`config.mk`:
```
export PLATFORM = sky130hd
export DESIGN_NAME = pe_rs_flat
export DESIGN_NICKNAME = d
export VERILOG_FILES = /design/src/rtl/pe_rs_if.sv /design/src/rtl/pe_rs.sv /design/src/flat_wrapper.sv
export SDC_FILE = /design/constraint.sdc
export NUM_CORES = 1
export LEC_CHECK = 0
export ABC_AREA = 0
export CORE_MARGIN = 1.5
export CORE_UTILIZATION = 37
export DETAILED_ROUTE_END_ITERATION = 12
export GPL_ROUTABILITY_DRIVEN = 1
export PLACE_DENSITY = 0.5
export SETUP_SLACK_MARGIN = 0.15
export SLEW_MARGIN = 20
export SYNTH_ARGS = -nofsm -noshare
export SYNTH_HDL_FRONTEND = slang
export SYNTH_SLANG_ARGS = --single-unit
```
`constraint.sdc`:
```
create_clock -name clk -period 9.82 [get_ports clk]
set_input_delay 1.964 -clock clk [delete_from_list [all_inputs] [get_ports clk]]
set_output_delay 1.964 -clock clk [all_outputs]
set_load 0.005 [all_outputs]
```
`src/rtl/pe_rs_if.sv`:
```
// Stream bundle for the row-stationary PE: filter, ifmap, upstream psum and result
// channels, each with a valid/ready handshake.
interface pe_rs_if #(
   parameter int DATA_W = 16,
   parameter int PSUM_W = 32
);
   logic [DATA_W-1:0] flt_data;
   logic              flt_valid;
   logic              flt_ready;
   logic [DATA_W-1:0] ifm_data;
   logic              ifm_valid;
   logic              ifm_ready;
   logic [PSUM_W-1:0] psum_in;
   logic              psum_in_valid;
   logic              psum_in_ready;
   logic [PSUM_W-1:0] psum_out;
   logic              psum_out_valid;
   logic              psum_out_ready;

   modport slave (
      input  flt_data, flt_valid, ifm_data, ifm_valid, psum_in, psum_in_valid, psum_out_ready,
      output flt_ready, ifm_ready, psum_in_ready, psum_out, psum_out_valid
   );

   modport master (
      output flt_data, flt_valid, ifm_data, ifm_valid, psum_in, psum_in_valid, psum_out_ready,
      input  flt_ready, ifm_ready, psum_in_ready, psum_out, psum_out_valid
   );
endinterface

```
`src/rtl/pe_rs.sv`:
```
// Row-stationary PE: holds a filter row, slides it over a streamed ifmap row and
// accumulates k signed products per output onto an incoming partial sum.
module pe_rs #(
   parameter int DATA_W     = 16,
   parameter int PSUM_W     = 32,
   parameter int FILT_DEPTH = 8,
   parameter int SAT_EN     = 1,
   localparam int KW        = $clog2(FILT_DEPTH + 1)
) (
   input  logic          clk,
   input  logic          rst_n,
   input  logic          start,
   input  logic [KW-1:0] cfg_k,
   input  logic [15:0]   cfg_nout,
   input  logic          cfg_reload,
   pe_rs_if.slave        bus,
   output logic          busy,
   output logic          done,
   output logic          cfg_err
);
   localparam int AW = (FILT_DEPTH > 1) ? $clog2(FILT_DEPTH) : 1;

   localparam logic [2:0] S_IDLE   = 3'd0;
   localparam logic [2:0] S_LOAD_W = 3'd1;
   localparam logic [2:0] S_FILL   = 3'd2;
   localparam logic [2:0] S_PSUM   = 3'd3;
   localparam logic [2:0] S_MAC    = 3'd4;
   localparam logic [2:0] S_OUT    = 3'd5;

   logic [2:0]        state_q, state_d;
   logic [KW-1:0]     k_q, k_d;
   logic [15:0]       nout_q, nout_d;
   logic [KW-1:0]     wcnt_q, wcnt_d;
   logic [KW-1:0]     win_cnt_q, win_cnt_d;
   logic [15:0]       out_cnt_q, out_cnt_d;
   logic [KW-1:0]     tap_q, tap_d;
   logic [PSUM_W-1:0] acc_q, acc_d;
   logic              done_q, done_d;
   logic              err_q, err_d;
   logic [DATA_W-1:0] w_q [FILT_DEPTH];
   logic [DATA_W-1:0] w_d [FILT_DEPTH];
   logic [DATA_W-1:0] win_q [FILT_DEPTH];
   logic [DATA_W-1:0] win_d [FILT_DEPTH];
   logic [DATA_W-1:0] win_shift [FILT_DEPTH];

   // Window is a shift register: newest sample at the top slot, so the last k
   // samples always sit in slots FILT_DEPTH-k .. FILT_DEPTH-1, oldest first.
   genvar gi;
   generate
      for (gi = 0; gi < FILT_DEPTH; gi++) begin : g_win
         if (gi == FILT_DEPTH - 1) begin : g_top
            assign win_shift[gi] = bus.ifm_data;
         end else begin : g_mid
            assign win_shift[gi] = win_q[gi+1];
         end
      end
   endgenerate

   logic [AW-1:0]         w_idx, win_idx;
   logic [DATA_W-1:0]     w_sel, x_sel;
   logic signed [2*DATA_W-1:0] w_ext, x_ext, prod;
   logic [PSUM_W:0]       sum_wide;
   logic [PSUM_W-1:0]     mac_res;

   assign w_idx   = AW'(tap_q);
   assign win_idx = AW'(KW'(FILT_DEPTH) - k_q + tap_q);
   assign w_sel   = w_q[w_idx];
   assign x_sel   = win_q[win_idx];
   assign w_ext   = {{DATA_W{w_sel[DATA_W-1]}}, w_sel};
   assign x_ext   = {{DATA_W{x_sel[DATA_W-1]}}, x_sel};
   assign prod    = w_ext * x_ext;
   assign sum_wide = {acc_q[PSUM_W-1], acc_q}
                   + {{(PSUM_W + 1 - 2*DATA_W){prod[2*DATA_W-1]}}, prod};

   // One guard bit makes overflow visible as a mismatch of the top two bits.
   always_comb begin
      mac_res = sum_wide[PSUM_W-1:0];
      if (SAT_EN != 0 && (sum_wide[PSUM_W] != sum_wide[PSUM_W-1])) begin
         mac_res = sum_wide[PSUM_W] ? {1'b1, {(PSUM_W-1){1'b0}}}
                                    : {1'b0, {(PSUM_W-1){1'b1}}};
      end
   end

   always_comb begin
      state_d   = state_q;
      k_d       = k_q;
      nout_d    = nout_q;
      wcnt_d    = wcnt_q;
      win_cnt_d = win_cnt_q;
      out_cnt_d = out_cnt_q;
      tap_d     = tap_q;
      acc_d     = acc_q;
      done_d    = 1'b0;
      err_d     = 1'b0;
      w_d       = w_q;
      win_d     = win_q;
      case (state_q)
         S_IDLE: begin
            if (start) begin
               if (cfg_k == '0 || cfg_k > KW'(FILT_DEPTH) || cfg_nout == 16'd0) begin
                  err_d = 1'b1;
               end else begin
                  k_d       = cfg_k;
                  nout_d    = cfg_nout;
                  wcnt_d    = '0;
                  win_cnt_d = '0;
                  out_cnt_d = '0;
                  state_d   = cfg_reload ? S_LOAD_W : S_FILL;
               end
            end
         end
         S_LOAD_W: begin
            if (bus.flt_valid) begin
               w_d[AW'(wcnt_q)] = bus.flt_data;
               wcnt_d = wcnt_q + KW'(1);
               if (wcnt_q + KW'(1) == k_q) state_d = S_FILL;
            end
         end
         S_FILL: begin
            if (bus.ifm_valid) begin
               win_d = win_shift;
               if (win_cnt_q != k_q) win_cnt_d = win_cnt_q + KW'(1);
               // First output needs a full window; later ones slide by one sample.
               if (out_cnt_q != 16'd0 || win_cnt_q + KW'(1) == k_q) state_d = S_PSUM;
            end
         end
         S_PSUM: begin
            if (bus.psum_in_valid) begin
               acc_d   = bus.psum_in;
               tap_d   = '0;
               state_d = S_MAC;
            end
         end
         S_MAC: begin
            acc_d = mac_res;
            tap_d = tap_q + KW'(1);
            if (tap_q == k_q - KW'(1)) state_d = S_OUT;
         end
         S_OUT: begin
            if (bus.psum_out_ready) begin
               out_cnt_d = out_cnt_q + 16'd1;
               if (out_cnt_q + 16'd1 == nout_q) begin
                  state_d = S_IDLE;
                  done_d  = 1'b1;
               end else begin
                  state_d = S_FILL;
               end
            end
         end
         default: state_d = S_IDLE;
      endcase
   end

   always_ff @(posedge clk or negedge rst_n) begin
      if (!rst_n) begin
         state_q   <= S_IDLE;
         k_q       <= '0;
         nout_q    <= '0;
         wcnt_q    <= '0;
         win_cnt_q <= '0;
         out_cnt_q <= '0;
         tap_q     <= '0;
         acc_q     <= '0;
         done_q    <= 1'b0;
         err_q     <= 1'b0;
         for (int i = 0; i < FILT_DEPTH; i++) begin
            w_q[i]   <= '0;
            win_q[i] <= '0;
         end
      end else begin
         state_q   <= state_d;
         k_q       <= k_d;
         nout_q    <= nout_d;
         wcnt_q    <= wcnt_d;
         win_cnt_q <= win_cnt_d;
         out_cnt_q <= out_cnt_d;
         tap_q     <= tap_d;
         acc_q     <= acc_d;
         done_q    <= done_d;
         err_q     <= err_d;
         w_q       <= w_d;
         win_q     <= win_d;
      end
   end

   assign bus.flt_ready      = (state_q == S_LOAD_W);
   assign bus.ifm_ready      = (state_q == S_FILL);
   assign bus.psum_in_ready  = (state_q == S_PSUM);
   assign bus.psum_out_valid = (state_q == S_OUT);
   assign bus.psum_out       = acc_q;
   assign busy               = (state_q != S_IDLE);
   assign done               = done_q;
   assign cfg_err            = err_q;
endmodule

```
`src/flat_wrapper.sv`:
```
// flat-port wrapper written by rule: the top's interface ports become plain ports
module pe_rs_flat 
#(
   parameter int DATA_W     = 16,
   parameter int PSUM_W     = 32,
   parameter int FILT_DEPTH = 8,
   parameter int SAT_EN     = 1,
   localparam int KW        = $clog2(FILT_DEPTH + 1)
)
  (clk, rst_n, start, cfg_k, cfg_nout, cfg_reload, busy, done, cfg_err, bus_flt_data, bus_flt_valid, bus_ifm_data, bus_ifm_valid, bus_psum_in, bus_psum_in_valid, bus_psum_out_ready, bus_flt_ready, bus_ifm_ready, bus_psum_in_ready, bus_psum_out, bus_psum_out_valid);
  pe_rs_if #(.DATA_W(DATA_W), .PSUM_W(PSUM_W)) bus_i ();
  input  logic clk;
  input  logic rst_n;
  input  logic start;
  input  logic [KW-1:0] cfg_k;
  input  logic [15:0] cfg_nout;
  input  logic cfg_reload;
  output logic busy;
  output logic done;
  output logic cfg_err;
  input wire logic [$bits(bus_i.flt_data)-1:0] bus_flt_data;
  input wire logic [$bits(bus_i.flt_valid)-1:0] bus_flt_valid;
  input wire logic [$bits(bus_i.ifm_data)-1:0] bus_ifm_data;
  input wire logic [$bits(bus_i.ifm_valid)-1:0] bus_ifm_valid;
  input wire logic [$bits(bus_i.psum_in)-1:0] bus_psum_in;
  input wire logic [$bits(bus_i.psum_in_valid)-1:0] bus_psum_in_valid;
  input wire logic [$bits(bus_i.psum_out_ready)-1:0] bus_psum_out_ready;
  output wire logic [$bits(bus_i.flt_ready)-1:0] bus_flt_ready;
  output wire logic [$bits(bus_i.ifm_ready)-1:0] bus_ifm_ready;
  output wire logic [$bits(bus_i.psum_in_ready)-1:0] bus_psum_in_ready;
  output wire logic [$bits(bus_i.psum_out)-1:0] bus_psum_out;
  output wire logic [$bits(bus_i.psum_out_valid)-1:0] bus_psum_out_valid;
  assign bus_i.flt_data = bus_flt_data;
  assign bus_i.flt_valid = bus_flt_valid;
  assign bus_i.ifm_data = bus_ifm_data;
  assign bus_i.ifm_valid = bus_ifm_valid;
  assign bus_i.psum_in = bus_psum_in;
  assign bus_i.psum_in_valid = bus_psum_in_valid;
  assign bus_i.psum_out_ready = bus_psum_out_ready;
  assign bus_flt_ready = bus_i.flt_ready;
  assign bus_ifm_ready = bus_i.ifm_ready;
  assign bus_psum_in_ready = bus_i.psum_in_ready;
  assign bus_psum_out = bus_i.psum_out;
  assign bus_psum_out_valid = bus_i.psum_out_valid;
  pe_rs #(.DATA_W(DATA_W), .PSUM_W(PSUM_W), .FILT_DEPTH(FILT_DEPTH), .SAT_EN(SAT_EN)) u_core (.clk(clk), .rst_n(rst_n), .start(start), .cfg_k(cfg_k), .cfg_nout(cfg_nout), .cfg_reload(cfg_reload), .bus(bus_i), .busy(busy), .done(done), .cfg_err(cfg_err));
endmodule
```
==> metrics <==
status=completed; most frequent cell after synthesis=inv_1; multi-input logic area=17,680 um^2; Residual DRC=0; TritonCTS clock tree=done; Root Driver=clkbuf_16; area of the mapped netlist=28,060 um^2; synthesis-to-finish area growth=13.55%; DRT Pass-1 Iters=5; crit path max fanout=27; Starting Density=0.3757; fillers=7,068; final worst path period share=0.9331; Most common cell on crit path=fa_1; flops & latches, synth=341; die extent in y=278.4 um; Clock Latency Late Sink=0.60 ns; routability cong.=0.8517; critical path capture point type=flip-flop; max incr delay on CP=0.72 ns; top cells by area, synth=dfrtp_1 (30%), fa_1 (21%), mux2_2 (12%), mux4_2 (5.1%), inv_1 (4.8%); Worst Reg-to-Reg Cells=28; min cycle time layout=9.163 ns; Critical Path RT=10.28 ns; worst relative slew slack=0.3075; register area=8536 um^2; post-synthesis sequential area ratio=0.3041; die area=77,510 um^2; IO Pins=131; largest net degree at the start of global routing=95; nets=3,104; synth cell count leaders=inv_1 (361), dfrtp_1 (341), mux2_2 (308); Buffers on Ports=130; gr ovfl total=0; highest metal used=met4; Final TNS setup=0 ns; Tot GR Track Use=0.1962; initial drt markers=956; clock skew=0.04311 ns; post-route ant nets=0; max_cap viols=0; final hold vios=0; Yosys Warn Count=0; ANT cells=0; Worst Setup SP=u_core.k_q[0]; CP max-delay cell=fa_1; number of global-route vias before repair=20,660; share of layout cells above drive strength 1=0.2077; Longest Clk Path Bufs=3; Mapped Avg Cell Area=11.28 um^2; chip width=278.4 um; FMAX=109.1 MHz; Clock transition at path regs=0.06 ns; cts bufs inserted=42; initial antenna violation count=1; fraction of registers with async set/reset=1.000; Hold Path Class=flip-flop to flip-flop; WL met1=31,270 um; Core ar.=74,700 um^2; Routed WL=73,080 um; final setup fails=0; first-pass GRT wire length=118,300 um; Yosys top cell area share=0.3041; Netlist cell types=87; Worst Setup Start Kind=flip-flop; vias after detailed routing=18,820; worst setup path end=u_core.bus.psum_out[26]; Post-synth top flop=dfrtp_1; Vias per Instance=5.224; Pins Over Slew Limit=0; Reg2Reg Setup Slack=0.66 ns; RSZ-0062 raised after global routing=no; clk sinks=341; DR WL met3=2287 um; Mapped Nets=2,987; r2r startpoint=u_core.k_q[0]; EDFF count, synth=0; CTS HTree Levels=2; CP arrival=9.62 ns; cell accounting for the most synthesized area=dfrtp_1; r2r endpoint=u_core.bus.psum_out[26]; site row count=100; Post-DP HPWL=55,600 um; Crit Path Category=flip-flop to flip-flop; Post-Synthesis Cells=2,487; routed len/inst=20.29 um; Slew @ Worst Pin=1.035 ns; Met2 Wirelength=37,610 um
==> area by class of cell <==
class                   instances  area share
well taps                     969     0.03804
clock buffers                  58     0.03773
flip-flops and latches        341      0.2678
multi-input cells            1676      0.5548
clock inverters                15    0.005771
repair buffers                180     0.05300
inverters                     363     0.04276
==> registers in the layout (all words and copies together) (netlist names) <==
register	flops
u_core.win_cnt_q	4
u_core.done	1
u_core.wcnt_q	4
u_core.w_q	128
u_core.cfg_err	1
u_core.out_cnt_q	16
u_core.k_q	4
u_core.tap_q	4
u_core.state_q	3
u_core.win_q	128
u_core.bus.psum_out	32
u_core.nout_q	16
==> worst min path at each step <==
stage	startpoint	endpoint	slack, ns	depth (start not counted)
floorplan	u_core.w_q[55]	u_core.w_q[55]	0.45	1
global placement	u_core.w_q[55]	u_core.w_q[55]	0.47	1
detailed placement	u_core.w_q[55]	u_core.w_q[55]	0.49	1
CTS	u_core.w_q[55]	u_core.w_q[55]	0.50	1
global route	u_core.w_q[92]	u_core.w_q[92]	0.51	1
finish	u_core.w_q[55]	u_core.w_q[55]	0.50	1
==> per-stage QoR <==
| stage | setup slack [ns] | instances | util | instance area, um^2 | hold WS [ns] |
|---|---|---|---|---|---|
| after global placement | 0.5582 | 3528 | 0.4073 | 30430 | 0.4665 |
| after global routing | 0.1797 | 3602 | 0.4266 | 31870 | 0.5103 |
| after CTS | 0.4273 | 3601 | 0.4260 | 31820 | 0.4998 |
| after floorplan | 0.8531 | 2487 | - | 28060 | 0.4533 |
| final | 0.6570 | 3602 | 0.4266 | 31870 | 0.4984 |
| after detailed placement | 0.4217 | 3528 | 0.4074 | 30430 | 0.4858 |
==> metal layers <==
metal  global-route usage  vias to the layer above
li1                     -                     8522
met1               0.2501                     9850
met2               0.3531                      340
met3              0.01956                      104
met4              0.05352                        0
met5                    0                        -
==> critical path: cells and delay by family (launching register included) <==
| family | cells | cell delay, ns |
|---|---|---|
| muxes | 2 | 0.91 |
| xor gates and xnor gates | 1 | 0.18 |
| buffers and inverters | 8 | 1.20 |
| adders and majority gates | 9 | 4.30 |
| AOI/OAI and AO/OA | 4 | 1.10 |
| and+or+nand+nor | 4 | 0.88 |
| DFF | 1 | 0.45 |
==> placed cells by master, fill, tap and decap left out, drive strengths merged, types with 24 or more instances in the layout <==
| cell | count |
|---|---|
| ha | 108 |
| xnor2 | 36 |
| mux4 | 64 |
| dfrtp | 341 |
| mux2 | 316 |
| xor2 | 38 |
| clkdlybuf4s50 | 129 |
| a211oi | 29 |
| o31ai | 24 |
| mux2i | 42 |
| nor3 | 30 |
| buf | 51 |
| clkbuf | 58 |
| nor2 | 174 |
| nand2 | 186 |
| inv | 365 |
| o21ai | 57 |
| a21oi | 37 |
| fa | 300 |
| nand3 | 43 |
==> kinds of logic (layout without fill, tap and decap cells) <==
family,after synthesis,count (layout),share of synthesized area
AND/OR/NAND/NOR,556,556,0.09331
buffers and inverters,470,616,0.06799
multiplexers,422,422,0.1942
adder cells (fa/ha/maj),408,408,0.2621
flip-flops,341,341,0.3041
AO/OA/AOI/OAI,216,216,0.05354
XOR/XNOR,74,74,0.02470
==> repair_timing <==
item                       4_1_cts  5_1_grt
buffers inserted                 0        0
setup endpoints to repair        0       14
resized for setup                0        7
hold buffers                     0        0
Power is not shown: default switching activity piles up to over one toggle a cycle in this logic, so the estimate is an artifact.
